### src/rtl/tpu_pkg.sv
`default_nettype none
// ============================================================================
// Module   : tpu_pkg
// Purpose  : Shared definitions for the TPU tile sequencer: FSM state
//            encoding and the default result-pipeline latency expression.
// Ports    : none (package)
// Revision : 1.0 - initial release
// ============================================================================
package tpu_pkg;

  typedef enum logic [2:0] {
    ST_IDLE   = 3'd0,
    ST_WLOAD  = 3'd1,
    ST_STREAM = 3'd2,
    ST_DRAIN  = 3'd3,
    ST_DONE   = 3'd4
  } seq_state_t;

  // A row entering the array needs one pass through the rows and one pass
  // through the columns before its result reaches the result SRAM.
  localparam int PIPE_LAT_FACTOR = 2;

  function automatic int default_pipe_lat(input int matrix_size);
    return PIPE_LAT_FACTOR * matrix_size;
  endfunction

endpackage
`default_nettype wire

### src/rtl/tpu_strobe_delay.sv
`default_nettype none
// ============================================================================
// Module   : tpu_strobe_delay
// Purpose  : Fixed-depth shift register delaying a 1-bit strobe by DEPTH
//            clock cycles, with synchronous clear.
// Ports    : clk     - clock
//            rst     - synchronous active-high clear of every stage
//            din     - strobe in
//            dout    - strobe delayed by exactly DEPTH cycles
//            pending - 1 while any stage still holds a strobe
// Revision : 1.0 - initial release
// ============================================================================
module tpu_strobe_delay #(
  parameter int DEPTH = 32
) (
  input  logic clk,
  input  logic rst,
  input  logic din,
  output logic dout,
  output logic pending
);

  logic [DEPTH-1:0] sr;

  generate
    if (DEPTH == 1) begin : g_single
      always_ff @(posedge clk) begin
        if (rst) sr <= '0;
        else     sr <= din;
      end
    end else begin : g_chain
      always_ff @(posedge clk) begin
        if (rst) sr <= '0;
        else     sr <= {sr[DEPTH-2:0], din};
      end
    end
  endgenerate

  assign dout    = sr[DEPTH-1];
  assign pending = |sr;

endmodule
`default_nettype wire

### src/rtl/tpu_tile_sequencer.sv
`default_nettype none
// ============================================================================
// Module   : tpu_tile_sequencer
// Purpose  : Sequences a matrix job over tile_cnt tiles: reloads weights per
//            tile, streams MATRIX_SIZE unified-buffer rows per tile, and
//            writes the matching result rows PIPE_LAT cycles later.
// Ports    : clk, rst (sync, active-high)
//            start, ub_base, res_base, w_base, tile_cnt  - job request
//            ub_re/ub_addr   - unified-buffer read
//            w_addr/we_rl    - weight slot and reload pulse
//            res_we/res_addr - result-SRAM write
//            busy, done, err_busy - status
//            cycle_cnt (only with TPU_SEQ_PERF_CNT_EN) - busy-cycle counter
// Config   : `define TPU_SEQ_PERF_CNT_EN to add the cycle_cnt counter/port.
// Note     : all outputs are registered, so they appear one cycle after the
//            FSM enters the state that produces them.
// Revision : 1.0 - initial release
// ============================================================================
module tpu_tile_sequencer
  import tpu_pkg::*;
#(
  parameter int MATRIX_SIZE = 16,
  parameter int ADDR_W      = 10,
  parameter int WADDR_W     = 2,
  parameter int PIPE_LAT    = default_pipe_lat(MATRIX_SIZE),
  parameter int TILE_W      = 8
) (
  input  logic               clk,
  input  logic               rst,
  input  logic               start,
  input  logic [ADDR_W-1:0]  ub_base,
  input  logic [ADDR_W-1:0]  res_base,
  input  logic [WADDR_W-1:0] w_base,
  input  logic [TILE_W-1:0]  tile_cnt,
  output logic               ub_re,
  output logic [ADDR_W-1:0]  ub_addr,
  output logic [WADDR_W-1:0] w_addr,
  output logic               we_rl,
  output logic               res_we,
  output logic [ADDR_W-1:0]  res_addr,
  output logic               busy,
  output logic               done,
`ifdef TPU_SEQ_PERF_CNT_EN
  output logic [31:0]        cycle_cnt,
`endif
  output logic               err_busy
);

  localparam int ROW_W = (MATRIX_SIZE > 1) ? $clog2(MATRIX_SIZE) : 1;

  seq_state_t state, state_nxt;

  logic [ADDR_W-1:0]  ub_ptr;
  logic [WADDR_W-1:0] w_base_q;
  logic [WADDR_W-1:0] tile_idx;
  logic [TILE_W-1:0]  tiles_left;
  logic [ROW_W-1:0]   row_cnt;

  logic accept;
  logic row_last;
  logic ub_re_nxt, we_rl_nxt, busy_nxt, done_nxt;
  logic dly_pending;
  logic pending;

  assign row_last = (row_cnt == ROW_W'(MATRIX_SIZE - 1));
  // The registered ub_re feeds the delay line, so a strobe still in the
  // output flop counts as pending too.
  assign pending  = dly_pending | ub_re;

  // --------------------------------------------------------------------------
  // FSM
  // --------------------------------------------------------------------------
  always_ff @(posedge clk) begin
    if (rst) state <= ST_IDLE;
    else     state <= state_nxt;
  end

  always_comb begin
    state_nxt = state;
    accept    = 1'b0;
    ub_re_nxt = 1'b0;
    we_rl_nxt = 1'b0;
    busy_nxt  = 1'b0;
    done_nxt  = 1'b0;
    case (state)
      ST_IDLE: begin
        if (start) begin
          accept    = 1'b1;
          state_nxt = (tile_cnt == '0) ? ST_DONE : ST_WLOAD;
        end
      end
      ST_WLOAD: begin
        we_rl_nxt = 1'b1;
        busy_nxt  = 1'b1;
        state_nxt = ST_STREAM;
      end
      ST_STREAM: begin
        ub_re_nxt = 1'b1;
        busy_nxt  = 1'b1;
        // Next tile's weights load immediately; its results overlap this
        // tile's still-draining results in the delay line.
        if (row_last)
          state_nxt = (tiles_left == TILE_W'(1)) ? ST_DRAIN : ST_WLOAD;
      end
      ST_DRAIN: begin
        busy_nxt = 1'b1;
        if (!pending) state_nxt = ST_DONE;
      end
      ST_DONE: begin
        done_nxt  = 1'b1;
        state_nxt = ST_IDLE;
      end
      default: state_nxt = ST_IDLE;
    endcase
  end

  // --------------------------------------------------------------------------
  // Job context, address counters and registered outputs
  // --------------------------------------------------------------------------
  always_ff @(posedge clk) begin
    if (rst) begin
      ub_ptr     <= '0;
      w_base_q   <= '0;
      tile_idx   <= '0;
      tiles_left <= '0;
      row_cnt    <= '0;
      ub_re      <= 1'b0;
      ub_addr    <= '0;
      w_addr     <= '0;
      we_rl      <= 1'b0;
      res_addr   <= '0;
      busy       <= 1'b0;
      done       <= 1'b0;
      err_busy   <= 1'b0;
    end else begin
      ub_re <= ub_re_nxt;
      we_rl <= we_rl_nxt;
      busy  <= busy_nxt;
      done  <= done_nxt;

      if (accept) begin
        ub_ptr     <= ub_base;
        w_base_q   <= w_base;
        tile_idx   <= '0;
        tiles_left <= tile_cnt;
        row_cnt    <= '0;
        res_addr   <= res_base;
        err_busy   <= 1'b0;
      end else begin
        if (start && (state != ST_IDLE)) err_busy <= 1'b1;
        // res_addr advances after each written row and wraps naturally.
        if (res_we) res_addr <= res_addr + ADDR_W'(1);
      end

      if (state == ST_WLOAD) w_addr <= w_base_q + tile_idx;

      // ub_ptr is never rewound between tiles, so rows stay contiguous.
      if (state == ST_STREAM) begin
        ub_addr <= ub_ptr;
        ub_ptr  <= ub_ptr + ADDR_W'(1);
        if (row_last) begin
          row_cnt    <= '0;
          tile_idx   <= tile_idx + WADDR_W'(1);
          tiles_left <= tiles_left - TILE_W'(1);
        end else begin
          row_cnt <= row_cnt + ROW_W'(1);
        end
      end
    end
  end

`ifdef TPU_SEQ_PERF_CNT_EN
  always_ff @(posedge clk) begin
    if (rst)         cycle_cnt <= '0;
    else if (accept) cycle_cnt <= '0;
    else if (busy)   cycle_cnt <= cycle_cnt + 32'd1;
  end
`endif

  // --------------------------------------------------------------------------
  // Result write strobe: ub_re delayed by the array latency
  // --------------------------------------------------------------------------
  tpu_strobe_delay #(
    .DEPTH (PIPE_LAT)
  ) u_strobe_delay (
    .clk     (clk),
    .rst     (rst),
    .din     (ub_re),
    .dout    (res_we),
    .pending (dly_pending)
  );

endmodule
`default_nettype wire

### config.mk
export PLATFORM = sky130hd
export DESIGN_NAME = tpu_tile_sequencer
export DESIGN_NICKNAME = d
export VERILOG_FILES = /design/src/rtl/tpu_pkg.sv /design/src/rtl/tpu_strobe_delay.sv /design/src/rtl/tpu_tile_sequencer.sv
export SDC_FILE = /design/constraint.sdc
export NUM_CORES = 1
export LEC_CHECK = 0
export ABC_CLOCK_PERIOD_IN_PS = 4010
export CORE_MARGIN = 4
export CORE_UTILIZATION = 35
export CTS_BUF_LIST = sky130_fd_sc_hd__clkbuf_4
export DETAILED_ROUTE_END_ITERATION = 16
export HOLD_SLACK_MARGIN = 0.12
export RECOVER_POWER = 100
export SLEW_MARGIN = 25
export SYNTH_ARGS = -nofsm -noshare
export SYNTH_HDL_FRONTEND = slang
export SYNTH_HIERARCHICAL = 1
export SYNTH_SLANG_ARGS = --single-unit
### constraint.sdc
create_clock -name clk -period 4.01 [get_ports clk]
set_input_delay 0.802 -clock clk [delete_from_list [all_inputs] [get_ports clk]]
set_output_delay 0.802 -clock clk [all_outputs]
set_load 0.005 [all_outputs]
; Yosys cells after proc, flatten, opt, wreduce, memory -nomap -nowiden
; Index checks and enable logic that the tools add are counted.
[totals]
register_bits = 88
in_bits = 33
out_inout_bits = 28
[classes]
add_sub_neg = 6
eq_ne = 9
muxes = 25
bitwise_logic = 1
reduce_logical = 10
[op_table]
columns = cell, count
row1 = 2-to-1 mux 10 bit, 4
row2 = OR reduction 32 bit, 1
row3 = 2-to-1 mux 8 bit, 3
row4 = "adder 10 x 1 -> 10 bit, second input constant", 2
row5 = 2-to-1 mux 3 bit, 4
row6 = 2-to-1 mux 4 bit, 3
row7 = one-hot mux 3 bit (4 select lines), 1
row8 = "equality test 8 x 1 -> 1 bit, second input constant", 1
row9 = logical NOT 8 bit, 1
row10 = 2-to-1 mux 2 bit, 4
row11 = "subtractor 8 x 1 -> 8 bit, second input constant", 1
row12 = "equality test 3 x 2 -> 1 bit, second input constant", 2
row13 = 2-to-1 mux 1 bit, 6
row14 = "inequality test 2 bit, second input constant", 3
row15 = "adder 4 x 1 -> 4 bit, second input constant", 1
row16 = "equality test 4 bit, second input constant", 1
row17 = nonzero test 2 bit, 2
row18 = "equality test 3 x 1 -> 1 bit, second input constant", 1
row19 = "equality test 3 bit, second input constant", 1
row20 = logical NOT 3 bit, 1
row21 = AND reduction 3 bit, 1
row22 = nonzero test 3 bit, 1
row23 = OR reduction 3 bit, 1
row24 = "adder 2 x 1 -> 2 bit, second input constant", 1
row25 = other kinds (4), 4

; Logic depth before layout (Yosys ltp)
[logic_depth]
word_depth = 5
ltp_mapped = 7

; Modules after synthesis
; The synthesis kept the hierarchy.
[by_module_without_submodules]
columns = mod, instances, cells_per_inst, area_per_inst_um2, seq_area_each_um2
row1 = tpu_tile_sequencer, 1, 315, 2671.3, 1121.1
row2 = tpu_strobe_delay, 1, 78, 930.9, 640.6

; Worst setup path before layout
; Ideal clock, no wire load.
[synth_path]
path_kind = input port to flip-flop
from = input start
to = register ub_ptr[0]
setup_time_ps = 128
t_arrival_ps = 1598
required_ps = 3882
slack_ps = 2285
stages = 4
n_path_buf = 0
cell_sequence = nor4b_4 -> nor2_1 -> a221oi_1 -> nor2_1
[synth_between]
elab_chain_cells = 3
[synth_lines]
columns = element, line_no
row1 = start: declaration, tpu_tile_sequencer.sv:30  ; input logic start,
row2 = 2-to-1 mux 1 bit, tpu_tile_sequencer.sv:87  ; if (start) begin
row3 = 2-to-1 mux 1 bit, tpu_tile_sequencer.sv:85  ; case (state)
row4 = nonzero test 2 bit (no line), --
row5 = end signal: assignment, tpu_tile_sequencer.sv:142  ; ub_ptr <= ub_base;
row6 = end signal: assignment, tpu_tile_sequencer.sv:160  ; ub_ptr <= ub_ptr + ADDR_W'(1);
row7 = end: declaration, tpu_tile_sequencer.sv:53  ; logic [ADDR_W-1:0] ub_ptr;
; Every way passes these cells.
; A chain may end at the register's enable or synchronous reset.

; Worst setup path after layout
[layout_path]
from = register state[1]
to = register tiles_left[4]
[layout_between]
elab_chain_cells = 5
elab_cells_between_ends = 6
classes_between = eq/ne: 1 / mux: 4 / reduce/logical: 1
[layout_lines]
columns = element, line_no
row1 = start: declaration, tpu_tile_sequencer.sv:51  ; seq_state_t state, state_nxt;
row2 = start signal: assignment, tpu_tile_sequencer.sv:75  ; else state <= state_nxt;
row3 = logical NOT 3 bit, tpu_tile_sequencer.sv:85
row4 = 2-to-1 mux 1 bit, tpu_tile_sequencer.sv:85
row5 = 2-to-1 mux 8 bit, tpu_tile_sequencer.sv:141  ; if (accept) begin
row6 = 2-to-1 mux 8 bit, tpu_tile_sequencer.sv:161  ; if (row_last) begin
row7 = 2-to-1 mux 8 bit *, tpu_tile_sequencer.sv:158  ; if (state == ST_STREAM) begin
row8 = end signal: assignment, tpu_tile_sequencer.sv:145  ; tiles_left <= tile_cnt;
row9 = end signal: assignment, tpu_tile_sequencer.sv:164  ; tiles_left <= tiles_left - TILE_W'(1);
row10 = end: declaration, tpu_tile_sequencer.sv:56  ; logic [TILE_W-1:0] tiles_left;
; Every way passes the cells marked *; elsewhere a longest branch is shown, timed or not.

==> results by group <==
Critical path
  • Crit path max fanout: 20
  • Crit end category: register
  • Max incr delay on CP: 1170 ps
  • Critical path buffers and inverters: 1
  • Worst r2r path cells: 5
  • Kind of cell adding the most delay to the critical path: simple AND/OR/NAND/NOR gates
  • Reg2reg start: state[1]
  • WP depth: 5
  • CP Cell Sequence: nor3b_1 -> buf_4 -> nand4b_1 -> or3_1 -> a31oi_1
  • Startpoint types: register
  • Slowest cell on crit path: nor3b_1
  • Register-to-register setup slack: approximately 1000 ps
  • Worst Setup Path Type: register to register
  • Crit Reg-Reg Endpoint: tiles_left[4]
  • Worst EP arrival: 3310 ps
  • Worst Path Required: between 4000 and 5000 ps

Final layout
  • Final instance area: around 0.0044 mm²
  • Layout cells sized above 1: approximately 6.5%
  • Nets: approximately 480
  • Area delta synth->final: 21.2%

Yosys
  • Ys Warns: 6
  • Count leader, synth: dfxtp_1
  • Synth area leader: dfxtp_1
  • Mapped cell area: between 0.003 and 0.004 mm²
  • Top post-synthesis cells by count: dfxtp_1, nand2_1, nor2_1
  • Cells after Synth: approximately 390
  • Post-synth EDFFs: 0
  • Ys flop type: dfxtp_1
  • Area contributors post-synth: dfxtp_1, nor2b_1, nand2_1
  • Syn_nets: 432
  • Syn avg cell area: slightly above 9 µm²
  • Seq/Total Area, Yosys: 48.9%
  • Synth unique cells: 52
  • Ys async rst share: 0%
  • Post-synth top area share: 48.9%
  • Yosys reg bits: between 80 and 90

Clock network
  • Post-CTS Hold Fix Bufs: 0
  • CTS buffer count: 9
  • H-Tree Depth: 3
  • Clk_lat worst skew: ~430 ps
  • Clk sinks: 88
  • Clock tree buffer depth: 2
  • Post-cts resize count: 0
  • Clock transition at path regs: roughly 150 ps
  • CTS tree: yes
  • Postcts setup bufs: 0
  • CTS root buf: clkbuf_4

GRT
  • Total Routing Usage GR: 14.0%
  • Largest net degree at the start of global routing: 54
  • Global-route wire length before repair: between 10000 and 15000 µm
  • Antenna violations before repair: 1
  • GRT Residual Overflow: 0
  • Vias in the first global route: 2779

Routing
  • Drt first pass iters: 4
  • WL final: slightly above 8000 µm
  • Post-route DRC: 0
  • Post-route ant nets: 0
  • Via Count: between 2000 and 3000
  • Iteration-0 DRC Markers: approximately 110
  • Vias/cell: between 5 and 6
  • Wire length per cell: between 10 and 15 µm

Min path
  • End of the worst hold path: u_strobe_delay/sr[24]
  • Worst Hold Class: register to register
  • Hold Path Origin: u_strobe_delay/sr[23]
  • Hold depth: 1

Timing
  • Unrepaired setup endpoints after global routing: no
  • Period Utilization, post-route: between 70% and 80%
  • Worst Tran Pin Value: between 2000 and 2500 ps
  • Final Skew: 14.3 ps
  • Final Hold Viols: 0
  • Slew Viols, Final: 54
  • Fmax: 0.337 GHz
  • Slew headroom: -53.7%
  • Fin crit period: just under 3000 ps
  • Final setup TNS: 0 ps
  • Final setup violating endpoints: 0

Floorplan
  • Top Ports: 61
  • Row count: 36
  • Die Width: approximately 110 µm
  • Full die area: roughly 0.012 mm²
  • Core ar.: around 0.01 mm²
  • Chip height: roughly 110 µm
  • Initial Util: between 30% and 40%

Outcome
  • Failing checks: capacitance limit, slew limit
  • Status: complete, but fails checks

Placement
  • Routability cong.: roughly 0.81
  • Post-DP Area: 0.00425 mm²
  • Detailed Place HPWL: ~5700 µm
  • Port-buffer cells: 60

Power and ir drop
  • Pwr Density: 419 mW/mm²
  • Leak Pwr: 1.60 nW
  • IR Drop Worst-Case VDD: about 0.00016 V

Flow run
  • MaxCap Viol Count: 1
[where the power goes]
part	total (mW)	internal [mW]	leakage [nW]	switching [mW]
logic	0.352	0.166	0.822	0.185
registers	1.00	0.936	0.716	0.0670
clock network	0.473	0.141	0.0659	0.332
total	1.83	1.24	1.60	0.585
[through the flow]
stage	utilization (%)	total power [mW]	hold WS [ps]	setup WS [ps]	cells
floorplan	-	1.25	438	2280	393
global placement	42.9	1.38	447	1270	565
detailed placement	42.9	1.39	451	1220	565
CTS	44.2	1.87	455	1620	581
global route	44.1	1.93	479	809	582
finish	44.1	1.83	462	1050	582
[kinds of logic after synthesis]
kind of cell    after synthesis  share of synthesized area (%)
simple gates                178                           26.7
flops                        88                           48.9
compound gates               75                           14.0
buf+inv                      31                           4.52
xor+xnor                     11                           2.67
fa+ha+maj                     6                           2.08
mux                           4                           1.11
[worst reg2reg max path, stage by stage, from the launching register on]
cell      delay [ps]
dfxtp_1          540
nor3b_1         1170
buf_4            410
nand4b_1         250
or3_1            370
a31oi_1          150
[routing by layer]
layer,track usage (%),vias to the layer above,part of all wire [%]
met5,0,-,0
li1,-,1492,-
met2,21.5,73,45
met3,2.23,6,4.0
met1,19.4,1365,50
met4,6.23,0,1.1
[registers in the layout, indices dropped and copies added, names as in the netlist]
signal,cells
we_rl,1
busy,1
state,3
done,1
u_strobe_delay/sr,32
row_cnt,4
tiles_left,8
w_addr,2
w_base_q,2
ub_ptr,10
ub_addr,10
res_addr,10
ub_re,1
tile_idx,2
err_busy,1
[worst max-delay path by stage]
stage               endpoint                  start
2_1_floorplan      ub_ptr[0]                  start
3_3_place_gp   tiles_left[0]                  start
3_5_place_dp   tiles_left[0]                  start
4_1_cts               res_we  u_strobe_delay/sr[31]
5_1_grt        tiles_left[5]               state[1]
6_report       tiles_left[4]               state[1]
[cell type report]
type	count	area, µm²
Timing Repair Buffer	64	624
Antenna cell	1	2.50
Multi-Input combinational cell	274	1660
Clock buffer	9	67.6
Sequential cell	88	1760
Clock inverter	7	61.3
Fill cell	991	5540
Inverter	6	22.5
Tap cell	133	166
[layout by cell type (no fill, tap or decap), types with 6 or more instances in the layout]
| cell | instances |
|---|---|
| nor4_1 | 11 |
| clkbuf_4 | 9 |
| o211ai_1 | 6 |
| dfxtp_1 | 88 |
| inv_1 | 6 |
| a31oi_1 | 8 |
| a21oi_1 | 25 |
| dlygate4sd3_1 | 28 |
| nor2b_1 | 34 |
| nand2_1 | 35 |
| clkdlybuf4s50_1 | 31 |
| ha_1 | 6 |
| nor3_1 | 12 |
| xnor2_1 | 8 |
| nand3_1 | 15 |
| or3_1 | 7 |
| a211oi_1 | 15 |
| nor2_1 | 35 |
Note: power is estimated with default switching activity, not from simulation.
